--- src/rtl/imem_loader.sv ---
// imem_loader: receives a program image as a byte stream (HDR, words, CSUM),
// packs bytes into 32-bit instructions, writes them into instruction memory from
// address 0 upward, verifies an XOR checksum and holds the CPU until the image
// is complete and verified. All outputs are registered.
module imem_loader #(
  parameter int ADDR_W     = 8,
  parameter bit BIG_ENDIAN = 1'b1
) (
  input  logic              clock,
  input  logic              reset_n,
  input  logic              start,
  input  logic [7:0]        byte_in,
  input  logic              byte_valid,
  output logic              byte_ready,
  output logic              imem_we,
  output logic [ADDR_W-1:0] imem_addr,
  output logic [31:0]       imem_wdata,
  output logic              cpu_hold,
  output logic              done,
  output logic              error
);

  typedef enum logic [2:0] {
    S_IDLE,
    S_HEADER,
    S_DATA,
    S_WRITE,
    S_CHECK,
    S_DONE,
    S_ERROR
  } state_t;

  // Highest legal word address; header counts beyond the memory depth clamp to it.
  localparam logic [63:0] LAST_MAX64 = (64'd1 << ADDR_W) - 64'd1;
  localparam logic [31:0] LAST_MAX   = LAST_MAX64[31:0];

  state_t              state, state_next;
  logic [1:0]          byte_cnt;
  logic [ADDR_W-1:0]   last_addr;
  logic [ADDR_W-1:0]   hdr_last;
  logic [7:0]          csum;
  logic [31:0]         word_shifted;
  logic [31:0]         hdr_ext;
  logic                accept;

  // A byte transfers only when the loader has advertised ready.
  assign accept  = byte_valid & byte_ready;
  assign hdr_ext = {24'd0, byte_in};

  // Header byte is (word count - 1); convert it to a clamped last address.
  always_comb begin
    hdr_last = hdr_ext[ADDR_W-1:0];
    if (hdr_ext > LAST_MAX) begin
      hdr_last = LAST_MAX[ADDR_W-1:0];
    end
  end

  // Byte order inside a word is fixed at elaboration time.
  generate
    if (BIG_ENDIAN) begin : g_big
      assign word_shifted = {imem_wdata[23:0], byte_in};
    end else begin : g_little
      assign word_shifted = {byte_in, imem_wdata[31:8]};
    end
  endgenerate

  // Next-state decode.
  always_comb begin
    state_next = state;
    case (state)
      S_IDLE, S_DONE, S_ERROR: begin
        if (start) state_next = S_HEADER;
      end
      S_HEADER: begin
        if (accept) state_next = S_DATA;
      end
      S_DATA: begin
        if (accept && (byte_cnt == 2'd3)) state_next = S_WRITE;
      end
      S_WRITE: begin
        state_next = (imem_addr == last_addr) ? S_CHECK : S_DATA;
      end
      S_CHECK: begin
        if (accept) state_next = (byte_in == csum) ? S_DONE : S_ERROR;
      end
      default: state_next = S_IDLE;
    endcase
  end

  // State register plus status outputs registered from the next state.
  always_ff @(posedge clock or negedge reset_n) begin
    if (!reset_n) begin
      state      <= S_IDLE;
      byte_ready <= 1'b0;
      imem_we    <= 1'b0;
      cpu_hold   <= 1'b1;
      done       <= 1'b0;
      error      <= 1'b0;
    end else begin
      state      <= state_next;
      byte_ready <= (state_next == S_HEADER) || (state_next == S_DATA) ||
                    (state_next == S_CHECK);
      imem_we    <= (state_next == S_WRITE);
      cpu_hold   <= (state_next != S_DONE);
      done       <= (state_next == S_DONE);
      error      <= (state_next == S_ERROR);
    end
  end

  // Datapath: word assembly, checksum, byte counter and write address.
  always_ff @(posedge clock or negedge reset_n) begin
    if (!reset_n) begin
      byte_cnt   <= 2'd0;
      last_addr  <= '0;
      csum       <= 8'd0;
      imem_addr  <= '0;
      imem_wdata <= 32'd0;
    end else begin
      case (state)
        S_HEADER: begin
          if (accept) begin
            last_addr <= hdr_last;
            imem_addr <= '0;
            csum      <= 8'd0;
            byte_cnt  <= 2'd0;
          end
        end
        S_DATA: begin
          if (accept) begin
            imem_wdata <= word_shifted;
            csum       <= csum ^ byte_in;
            byte_cnt   <= byte_cnt + 2'd1;
          end
        end
        S_WRITE: begin
          // Address advances only between words, so it never wraps.
          if (imem_addr != last_addr) imem_addr <= imem_addr + ADDR_W'(1);
        end
        default: ;
      endcase
    end
  end

endmodule

--- config.mk ---
export PLATFORM = sky130hd
export DESIGN_NAME = imem_loader
export DESIGN_NICKNAME = d
export VERILOG_FILES = /design/src/rtl/imem_loader.sv
export SDC_FILE = /design/constraint.sdc
export NUM_CORES = 1
export LEC_CHECK = 0
export CORE_MARGIN = 10
export CORE_UTILIZATION = 30
export CTS_BUF_LIST = sky130_fd_sc_hd__clkbuf_8 sky130_fd_sc_hd__clkbuf_16
export CTS_CLUSTER_SIZE = 28
export DETAILED_ROUTE_END_ITERATION = 8
export PLACE_DENSITY = 0.62
export SLEW_MARGIN = 30
export SYNTH_ARGS = -nofsm -noshare
export SYNTH_HDL_FRONTEND = slang
export SYNTH_SLANG_ARGS = --single-unit
--- constraint.sdc ---
create_clock -name clock -period 3.2 [get_ports clock]
set_input_delay 0.48 -clock clock [delete_from_list [all_inputs] [get_ports clock]]
set_output_delay 0.48 -clock clock [all_outputs]
set_load 0.02 [all_outputs]
==> metrics <==
outcome=finished clean; Hold Violations, Final=0; period utilization=0.672; die area=14200 sq um; Critical Path AT=2.38 ns; First DRT Iteration DRCs=136; most used cell, CP=nand2_1; Netlist Area Pre-Place=2940 sq um; clk_skew=0.00531 ns; Top Layer Used=met4; Main synth FF type=dfrtp_1; TritonCTS Buffers=9; Via Count=2319; CTS tree=built; vias in the first global route=between 2k and 2.5k; fin nets=395; H-tree Lvls=3; Clock Sinks=66; Wirelength per Cell=13.3 um; post-CTS sizing=0; number of I/O pins=57; Die Wd=119 um; Post-synth EDFFs=0; yosys warns=0; Max Slew Vio Count=0; Synth area leader=dfrtp_1; CP Cell Sequence=clkdlybuf4s50_1 -> and3b_1 -> nand2_1 -> nand2_1 -> a221o_2 -> mux2_2; antenna violations before repair=0; largest cells by area after synthesis=dfrtp_1 55%, nand2_1 18%, xnor2_1 4.2%; starting density of the core=0.305; crit path time final=2.15 ns; Synth async-reset ratio=1.00; overall routing resource usage=0.100; Reg2Reg Setup Slack=1.08 ns; RSZ-0062 raised after global routing=false; worst rel slew slack=0.447; Req. time, crit path=3.43 ns; Hold Crit Class=in -> async; Initial DRT Pass Iterations=4; clk buf depth=2; met3 WL=397 um; global route overflow=0; wire length on met2=about 3300 um; placed cell areas=3640 sq um; Avg Inst Size Synth=9.07 sq um; Met1 Routed Length=just over 3000 um; # DRC=0; post-DP HPWL=between 4000 and 5000 um; hold_buf cts=0; count leader, synth=nand2_1; Power Dens Cells=slightly above 1000 nW/um^2; Lkg Pwr=1.83 nW; Total Neg Setup Slack=0 ns; largest net degree at the start of global routing=44; Setup Fix Bufs, Post-CTS=0; Chip Height=about 120 um; Max IR drop VDD=about 0.39 mV; Worst Reg2Reg Path Length in Cells=5; syn_nets=between 300 and 400; Startpoint Class=input pin; Worst Max-Slew Pin Slew=slightly above 0.8 ns; Slowest-stage cell, CP=nand2_1; Worst setup EP type=flop; Post-Layout Inst Area=3890 sq um; FF+latch count, synth=66; ANT cells=0; Max-cap violations=0; post-synthesis cell type count=37; FMAX=465 MHz; Area growth, synth to finish=32.5%; final setup vio count=0; Antenna Nets Post-Route=0; root buffer cell=clkbuf_8; Worst-path clk slew=around 0.070 ns; PortBufs=56; Avg Vias per Cell=4.47; sequential share of the synthesized area=0.562; WL final=6880 um; cell row count=36; Crit Path Max Fanout=19; Post-Syn Instances=324; Critical Setup Path Class=in -> reg; Core Footprint=9640 sq um; Routability Congestion=slightly below 0.8; later-pin clock latency in the skew report=0.35 ns; Synth top area share=0.553; final core utilization=0.404; Post-synth top cells=144 x nand2_1, 65 x dfrtp_1, 14 x xnor2_1, 13 x o21ai_1, 11 x clkbuf_1; FILL cells=about 970; Max stage delay on crit path=about 0.48 ns; share of layout cells above drive strength 1=0.0777; global-route wire length before repair=11800 um
==> final timing paths <==
path,end,from
setup / recovery,byte_ready,byte_valid
hold / removal,imem_wdata[29],reset_n
setup reg to reg,byte_ready,state[1]
hold reg to reg,imem_wdata[24],imem_wdata[24]
max in group asynchronous,cpu_hold,reset_n
min in group clock,imem_wdata[24],imem_wdata[24]
==> cell type report <==
| class | count | area, sq um | area share |
|---|---|---|---|
| inverters | 4 | 15.0 | 0.00386 |
| clock inverters | 6 | 114 | 0.0292 |
| repair buffers | 61 | 593 | 0.152 |
| clock buffers | 10 | 138 | 0.0353 |
| flip-flops and latches | 66 | 1650 | 0.424 |
| well taps | 133 | 166 | 0.0427 |
| multi-input cells | 239 | 1210 | 0.312 |
==> per-stage QoR <==
step	hold WS [ns]	cells	worst slack [ns]	total power [mW]
floorplan	0.184	324	1.38	2.45
global placement	0.459	503	0.727	3.12
detailed placement	0.466	503	0.696	3.16
CTS	0.101	519	1.05	4.05
global route	0.132	519	0.916	4.29
finish	0.101	519	1.05	3.98
==> power breakdown <==
group	leakage (nW)	internal (mW)	total, mW	switching [mW]
Combinational	0.860	0.748	1.60	0.854
Sequential	0.847	1.19	1.51	0.329
Clock	0.119	0.540	0.868	0.329
Total	1.83	2.47	3.98	1.51
==> critical path: cells and delay by family <==
kind,cells,cell delay (ns)
and+or+nand+nor,3,0.83
buffers and inverters,1,0.43
AOI/OAI and AO/OA,1,0.35
muxes,1,0.28
==> metal layers <==
metal	global-route usage	vias to the layer above
li1	-	1156
met1	0.122	1110
met2	0.160	43
met3	0.0387	10
met4	0.0328	0
met5	0	-
==> cell usage in the layout, fill, tap and decap left out, drive strengths merged, types with 2 or more instances in the layout <==
master | netlist | layout
clkbuf | 11 | 10
clkdlybuf4s50 | 0 | 55
and2 | 3 | 3
and3b | 2 | 2
xnor2 | 14 | 14
clkinvlp | 0 | 2
nor2 | 8 | 8
o21ai | 22 | 22
dfrtp | 65 | 65
nand3 | 6 | 6
xor2 | 8 | 8
nor4 | 2 | 2
nor3 | 2 | 2
nor2b | 2 | 2
buf | 4 | 6
nand2 | 144 | 144
a21oi | 4 | 4
nand4 | 4 | 4
ha | 2 | 2
inv | 4 | 4
bufinv | 0 | 3
==> cell families after synthesis <==
group,Yosys count,share of synthesized area
buf+inv,19,0.0260
mux,2,0.00724
simple gates,177,0.251
xor+xnor,22,0.0656
compound gates,36,0.0792
flops,66,0.562
fa+ha+maj,2,0.00851
==> sequential cells by signal (all words and copies together), names as in the netlist, 2 cells and up <==
register and cells:
byte_cnt 2, imem_addr 8, imem_wdata 32, last_addr 8, state 3, csum 8
Note: power is estimated with default switching activity, not from simulation.
